### config.mk
export PLATFORM = sky130hd
export DESIGN_NAME = tick_generator
export DESIGN_NICKNAME = d
export VERILOG_FILES = /design/src/rtl/tick_gen_pkg.sv /design/src/rtl/tick_channel.sv /design/src/rtl/tick_generator.sv
export SDC_FILE = /design/constraint.sdc
export NUM_CORES = 1
export LEC_CHECK = 0
export ABC_CLOCK_PERIOD_IN_PS = 6600
export BUFFER_PORTS_ARGS = -buffer_cell sky130_fd_sc_hd__buf_2
export CAP_MARGIN = 0
export CORE_MARGIN = 1.5
export CORE_UTILIZATION = 30
export CTS_BUF_LIST = sky130_fd_sc_hd__clkbuf_4 sky130_fd_sc_hd__clkbuf_8
export CTS_CLUSTER_DIAMETER = 50
export DETAILED_ROUTE_END_ITERATION = 10
export SETUP_SLACK_MARGIN = 0.3
export SYNTH_ARGS = -nofsm -noshare
export SYNTH_HDL_FRONTEND = slang
export SYNTH_SLANG_ARGS = --single-unit
### constraint.sdc
create_clock -name clk -period 6.6 [get_ports clk]
set_input_delay 1.32 -clock clk [delete_from_list [all_inputs] [get_ports clk]]
set_output_delay 1.32 -clock clk [all_outputs]
set_load 0.01 [all_outputs]
### src/rtl/tick_gen_pkg.sv
// Shared constants, channel command type and divisor helper for the tick generator.
// Default divisors assume a 100 MHz master clock.
package tick_gen_pkg;

    localparam int unsigned DEF_CNT_W = 27;
    localparam int unsigned CLK_HZ    = 100_000_000;
    localparam int unsigned CH_IDX_W  = 4;

    // Per-channel command chosen by the top-level priority logic each cycle.
    typedef enum logic [1:0] {
        ChCount,   // normal counting
        ChHalt,    // clear count, tick and done (run low or global restart)
        ChReload   // clear count and tick, keep done (divisor write)
    } ch_op_e;

    // Divisor giving freq_hz ticks per second from clk_hz; a zero frequency saturates.
    function automatic logic [DEF_CNT_W-1:0] div_for_freq(input int unsigned clk_hz,
                                                          input int unsigned freq_hz);
        if (freq_hz == 0) begin
            return '1;
        end
        return DEF_CNT_W'(clk_hz / freq_hz - 1);
    endfunction

    localparam logic [DEF_CNT_W-1:0] DIV_1HZ   = div_for_freq(CLK_HZ, 1);
    localparam logic [DEF_CNT_W-1:0] DIV_500HZ = div_for_freq(CLK_HZ, 500);
    localparam logic [DEF_CNT_W-1:0] DIV_1KHZ  = div_for_freq(CLK_HZ, 1000);

    localparam logic [3*DEF_CNT_W-1:0] DEF_DIVS = {DIV_1HZ, DIV_500HZ, DIV_1KHZ};

endpackage

### src/rtl/tick_channel.sv
// One tick channel: counter, divisor register, registered tick and sticky one-shot done.
// The command input is already priority-resolved by the parent.
module tick_channel
    import tick_gen_pkg::*;
#(
    parameter int unsigned       CNT_W     = DEF_CNT_W,
    parameter logic [CNT_W-1:0]  RESET_DIV = '0
) (
    input  logic             clk,
    input  logic             rst,
    input  ch_op_e           op,
    input  logic             div_we,
    input  logic [CNT_W-1:0] div_wdata,
    input  logic             oneshot,
    output logic             tick,
    output logic             done
);

    logic [CNT_W-1:0] cnt_q, cnt_d;
    logic [CNT_W-1:0] div_q, div_d;
    logic             tick_q, tick_d;
    logic             done_q, done_d;
    logic             terminal;

    assign terminal = (cnt_q == div_q);

    always_comb begin
        div_d  = div_we ? div_wdata : div_q;
        cnt_d  = '0;
        tick_d = 1'b0;
        done_d = done_q;
        unique case (op)
            ChHalt: begin
                done_d = 1'b0;
            end
            ChReload: begin
                done_d = done_q;
            end
            ChCount: begin
                // A finished one-shot channel parks at zero until re-armed.
                if (!done_q) begin
                    if (terminal) begin
                        tick_d = 1'b1;
                        done_d = oneshot;
                    end else begin
                        cnt_d = cnt_q + CNT_W'(1);
                    end
                end
            end
            default: begin
                done_d = done_q;
            end
        endcase
    end

    always_ff @(posedge clk or posedge rst) begin
        if (rst) begin
            cnt_q  <= '0;
            div_q  <= RESET_DIV;
            tick_q <= 1'b0;
            done_q <= 1'b0;
        end else begin
            cnt_q  <= cnt_d;
            div_q  <= div_d;
            tick_q <= tick_d;
            done_q <= done_d;
        end
    end

    assign tick = tick_q;
    assign done = done_q;

endmodule

### src/rtl/tick_generator.sv
// Multi-channel programmable enable-pulse generator: write-address decode and command
// priority (restart > write > run low > count) feeding N_CH tick_channel instances.
module tick_generator
    import tick_gen_pkg::*;
#(
    parameter int unsigned              N_CH        = 3,
    parameter int unsigned              CNT_W       = DEF_CNT_W,
    parameter logic [N_CH*CNT_W-1:0]    DEFAULT_DIV = DEF_DIVS
) (
    input  logic                clk,
    input  logic                rst,
    input  logic [N_CH-1:0]     run,
    input  logic [N_CH-1:0]     oneshot,
    input  logic                sync_restart,
    input  logic                wr_en,
    input  logic [CH_IDX_W-1:0] wr_ch,
    input  logic [CNT_W-1:0]    wr_div,
    output logic [N_CH-1:0]     tick,
    output logic [N_CH-1:0]     done
);

    logic [N_CH-1:0] wr_hit;
    ch_op_e          ch_op [N_CH];

    // Out-of-range channel indices match no channel, so such writes vanish.
    always_comb begin
        for (int i = 0; i < N_CH; i++) begin
            wr_hit[i] = wr_en && (wr_ch == CH_IDX_W'(i));
        end
    end

    always_comb begin
        for (int i = 0; i < N_CH; i++) begin
            if (sync_restart) begin
                ch_op[i] = ChHalt;
            end else if (wr_hit[i]) begin
                ch_op[i] = ChReload;
            end else if (!run[i]) begin
                ch_op[i] = ChHalt;
            end else begin
                ch_op[i] = ChCount;
            end
        end
    end

    for (genvar g = 0; g < N_CH; g++) begin : g_ch
        tick_channel #(
            .CNT_W     (CNT_W),
            .RESET_DIV (DEFAULT_DIV[g*CNT_W +: CNT_W])
        ) u_ch (
            .clk       (clk),
            .rst       (rst),
            .op        (ch_op[g]),
            .div_we    (wr_hit[g]),
            .div_wdata (wr_div),
            .oneshot   (oneshot[g]),
            .tick      (tick[g]),
            .done      (done[g])
        );
    end

endmodule

Word level (Yosys, flattened, before mapping)
Index checks and enable logic that the tools add are counted.
{"block": "word_totals", "regBits": 168, "out_inout_bits": 6, "elab_cells": 69, "inputBits": 41}
{"block": "classes", "n_reduce_logical": 10, "n_mux": 36, "n_addsub": 3, "eq_ne": 8}
{"cell": "27-bit 2-to-1 mux", "count": 9}
{"cell": "27-bit by 1-bit adder with 27-bit output (second input constant)", "count": 3}
{"cell": "27-bit equality test", "count": 3}
{"cell": "1-bit 2-to-1 mux", "count": 18}
{"cell": "2-bit 2-to-1 mux", "count": 6}
{"cell": "2-bit by 1-bit equality test with 1-bit output (second input constant)", "count": 3}
{"cell": "2-bit zero test", "count": 3}
{"cell": "1-bit one-hot mux with 2 select lines", "count": 3}
{"cell": "2-bit nonzero test", "count": 3}
{"cell": "4-bit by 1-bit equality test with 1-bit output (second input constant)", "count": 1}
{"cell": "4-bit by 2-bit equality test with 1-bit output (second input constant)", "count": 1}
{"cell": "4-bit zero test", "count": 1}
{"cell": "1-bit logical AND", "count": 3}

Logic depth before layout (Yosys ltp)
{"block": "depth", "depth_word": 6, "ltp_mapped": 8, "depth_no_buf": 6}

Modules after synthesis
Synthesis repeated with hierarchy kept, for this count alone.
{"block": "unflattened", "hier_cells": 729, "area_unflattened_um2": 8459.4}
{"mod": "tick_channel (g_ch[2].u_ch)", "area_each_um2": 2790.2, "cells_each": 238, "n_inst": 1, "seq_area_each_um2": 1425.1}
{"mod": "tick_channel (g_ch[1].u_ch)", "area_each_um2": 2780.2, "cells_each": 238, "n_inst": 1, "seq_area_each_um2": 1415.1}
{"mod": "tick_channel (g_ch[0].u_ch)", "area_each_um2": 2778.9, "cells_each": 238, "n_inst": 1, "seq_area_each_um2": 1413.9}
{"mod": "tick_generator", "area_each_um2": 110.1, "cells_each": 15, "n_inst": 1, "seq_area_each_um2": 0.0}

Least setup slack after synthesis
No wires, ideal clock.
{"block": "synth_timing", "path_type": "in2reg", "from": "in wr_ch[2]", "to": "reg g_ch[2].u_ch.div_q[10]", "n_path_buf": 2, "arrival_ps": 2730, "path_slack_ps": 3745, "path_stages": 5, "t_required_ps": 6475, "path_cell_list": "nand2b_1 > or4b_2 > buf_2 > buf_2 > mux2_2"}
{"block": "synth_via", "elab_chain_cells": 2}
{"item": "start: declaration", "line_no": "tick_generator.sv:16", "rtl": "input logic [CH_IDX_W-1:0] wr_ch,"}
{"item": "4-bit by 2-bit equality test with 1-bit output", "line_no": "tick_generator.sv:28", "rtl": "wr_hit[i] = wr_en && (wr_ch == CH_IDX_W'(i));"}
{"item": "1-bit logical AND", "line_no": "tick_generator.sv:28"}
{"item": "end signal: assignment", "line_no": "tick_channel.sv:64", "rtl": "div_q <= div_d;"}
{"item": "end: declaration", "line_no": "tick_channel.sv:20", "rtl": "logic [CNT_W-1:0] div_q, div_d;"}
No other way between the ends.
A chain may end at the register's enable or synchronous reset.

Worst setup path in the final report
{"block": "layout_timing", "from": "in wr_ch[2]", "to": "reg g_ch[1].u_ch.cnt_q[23]"}
{"block": "layout_via", "elab_chain_cells": 6}
{"item": "4-bit by 1-bit equality test with 1-bit output", "line_no": "tick_generator.sv:28"}
{"item": "1-bit logical AND", "line_no": "tick_generator.sv:28"}
{"item": "2-bit 2-to-1 mux", "line_no": "tick_generator.sv:36", "rtl": "end else if (wr_hit[i]) begin"}
{"item": "2-bit 2-to-1 mux", "line_no": "tick_generator.sv:34", "rtl": "if (sync_restart) begin"}
{"item": "2-bit zero test", "line_no": "tick_channel.sv:32", "rtl": "unique case (op)"}
{"item": "27-bit 2-to-1 mux", "line_no": "tick_channel.sv:32"}
{"item": "via g_ch[1].u_ch.cnt_d[23]", "line_no": "tick_channel.sv:19", "rtl": "logic [CNT_W-1:0] cnt_q, cnt_d;"}
{"item": "end signal: assignment", "line_no": "tick_channel.sv:63", "rtl": "cnt_q <= cnt_d;"}
{"item": "end: declaration", "line_no": "tick_channel.sv:19"}
The timed path passes the listed nets, and every way through them passes these cells.

==> results_dict.tcl <==
set metrics [dict create \
    postCtsHoldBufs 0 \
    fp.dieH_um 168.1 \
    end_kind "flop" \
    syn_inst 723 \
    multiInputGateArea_um2 3685 \
    p_int_mw 1.772 \
    netlist_area_um2 8178 \
    rsz0062_at_grt "no" \
    cp_cell_sequence "buf_2 > nand2b_1 > or4b_2 > nand3_1 > a31o_2 > nor2_1" \
    p_seq_share_pct 53.8 \
    numClockSinks 168 \
    comb_power_share_pct 12.9 \
    synthFlopType "dfrtp_1" \
    yosysSeqAreaShare_pct 52.02 \
    wire_per_inst_um 16.60 \
    place_hpwl_um 13290 \
    post-route-period-util_pct 47.57 \
    synth-edff-count 0 \
    tns_ns 0 \
    ys_types 38 \
    cts-root-buf "clkbuf_8" \
    timing.fmax_ghz 0.3185 \
    critical_path_class "primary input to flop" \
    synth_area_leaders "dfrtp_1, dfstp_2, mux2_2" \
    place_inst 1084 \
    slew_headroom_pct 31.93 \
    cts_tree "built" \
    ys_ff_latch 168 \
    max-cap-violations 0 \
    setup_ws_ns 3.461 \
    worst_slew_pin_slew_ns 1.021 \
    yosysWarnings 0 \
    finalSetupViolations 0 \
    synth_fp_nets 767 \
    core_um2 26880 \
    fill_cells 2719 \
    vdd_drop_max_mv 0.1194 \
    cp_slowest_stage_delay_ns 1.01 \
    drt_pass1_iterations 7 \
    synth_top_cell_area_share_pct 39.17 \
    num_rows 60 \
    grt_pass1_vias 5163 \
    total_power_mw 2.378 \
    synth_most_common_cell "dfrtp_1" \
    start_util_pct 30.43 \
    synth_top_area_cell "dfrtp_1" \
    drcViolationCount 0 \
    htreeDepth 4 \
    antenna_cells 0 \
    finalClockSkew_ns 0.01768 \
    period_minus_slack_ns 3.139 \
    drt_wl_total_um 18530 \
    clkPwrFrac_pct 33.3 \
    overflow 0 \
    cts-resized-gates 0 \
    area_growth_pct 11.60 \
    fin_nets 806 \
    cp.arrival_ns 3.47 \
    leakagePower_nw 3.611 \
    ff_latch_area_um2 4254 \
    finalMaxSlewViolations 0 \
    fin_util_pct 33.96 \
    path_max_fanout 30 \
    drtIter0Drc 318 \
    die_area_um2 28260 \
    hp-class "flop to flop" \
    cts.reportedPaths.clkPinSlew_ns 0.09 \
    clkLatencyLatePin_ns 0.47 \
    antenna_found_initial 0 \
    swShare_pct 25.51 \
    crit_required_ns 6.93 \
    track_usage_pct 13.83 \
    drive_gt1_share_pct 27.74 \
    post_cts_buffers 0 \
    pin_count 47 \
    power.density_nw_per_um2 260.6 \
    vias 5268 \
    routed_via_density 4.720 \
    clockBufferDepth 2 \
    die_x_um 168.1 \
    numCtsBuffers 17 \
    stdcell_count 1116 \
    port_buffers 46 \
    grt_first_pass_wirelength_um 29450 \
    switchingPower_mw 0.6068 \
    synthArstFlopShare_pct 100.0 \
    ant_nets 0 \
    syn_avg_cell_area_um2 11.31 \
    dp_slack_ns 2.965 \
    status "complete, no violations" \
    start_kind "primary input" \
    ys_top_cells_by_count "dfrtp_1, nor2_1, xnor2_1" \
    slowest_stage "or4b_2" \
    hold_violations 0 \
    gp_congestion 0.7520 \
    grt_max_degree 110 \
]
-- critical path, delay by kind of cell --
family	cells	cell delay, ns
AO/OA/AOI/OAI	1	0.50
buffers and inverters	1	0.09
AND/OR/NAND/NOR	4	1.55
-- routing by layer --
metal / part of all wire (%) / wire, µm / track usage (%)
met1: 49 / 9044 / 19.12
met2: 47 / 8739 / 21.87
met3: 3.2 / 588 / 3.103
met4: 0.84 / 156 / 3.688
met5: 0 / 0 / 0
-- area by class of cell --
class                           instances  share of cell area (%)
Inverter                               20                  0.8774
Timing Repair Buffer                   49                   2.769
Clock buffer                           21                   3.098
Sequential cell                       168                   46.61
Clock inverter                         11                   1.590
Tap cell                              341                   4.675
Multi-Input combinational cell        506                   40.38
-- registers in the layout, indices dropped and copies added (netlist names) --
| signal | cells |
|---|---|
| g_ch.u_ch.div_q | 81 |
| g_ch.u_ch.done | 3 |
| g_ch.u_ch.tick | 3 |
| g_ch.u_ch.cnt_q | 81 |
-- through the flow --
step / instance area [µm²] / hold WS, ns
finish: 9126 / 0.5246
global route: 9126 / 0.5388
CTS: 9126 / 0.5329
detailed placement: 8698 / 0.5106
global placement: 8698 / 0.5018
floorplan: 8178 / 0.4712
-- worst paths after layout --
path	start	endpoint	slack, ns	cells after the start
setup / recovery	wr_ch[2]	g_ch[1].u_ch.cnt_q[23]$_DFF_PP0_	3.46	6
setup reg to reg	g_ch[0].u_ch.cnt_q[22]$_DFF_PP0_	g_ch[0].u_ch.cnt_q[5]$_DFF_PP0_	4.22	5
hold / removal	g_ch[1].u_ch.done$_DFFE_PP0P_	g_ch[1].u_ch.done$_DFFE_PP0P_	0.52	2
max in group asynchronous	rst	g_ch[2].u_ch.cnt_q[19]$_DFF_PP0_	4.22	3
min in group asynchronous	rst	g_ch[1].u_ch.cnt_q[6]$_DFF_PP0_	1.03	2
hold reg to reg	g_ch[1].u_ch.done$_DFFE_PP0P_	g_ch[1].u_ch.done$_DFFE_PP0P_	0.52	2
-- cells in the final DEF, fill, tap and decap left out, drive strengths merged --
cell / instances
dfrtp: 128
nor2: 107
xnor2: 103
mux2: 81
xor2: 52
buf: 49
dfstp: 40
nand4: 29
nand2: 28
nor4: 24
nand3: 23
clkbuf: 21
inv: 20
nor3: 16
and4: 10
clkinv: 8
and3: 5
or4b: 4
a21oi: 3
ha: 3
bufinv: 3
or3: 2
o21ai: 2
nor2b: 2
or2: 2
or4: 2
a31o: 1
a41o: 1
and2: 1
o2bb2ai: 1
a22o: 1
nand2b: 1
nor4b: 1
o41ai: 1
-- power groups by stage --
stage / Combinational [mW] / Sequential, mW / Clock (mW)
6_report: 0.307 / 1.28 / 0.793
5_1_grt: 0.343 / 1.30 / 0.863
4_1_cts: 0.314 / 1.28 / 0.818
3_5_place_dp: 0.313 / 1.30 / 0
3_3_place_gp: 0.306 / 1.29 / 0
2_1_floorplan: 0.247 / 1.27 / 0
-- kinds of logic after synthesis --
| kind of cell | share of synthesized area, % |
|---|---|
| AO/OA/AOI/OAI | 1.086 |
| flip-flops | 52.02 |
| adder cells (fa/ha/maj) | 0.4590 |
| XOR/XNOR | 16.60 |
| AND/OR/NAND/NOR | 15.68 |
| multiplexers | 11.15 |
| buffers and inverters | 2.999 |
Power figures use the tool's default switching activity.
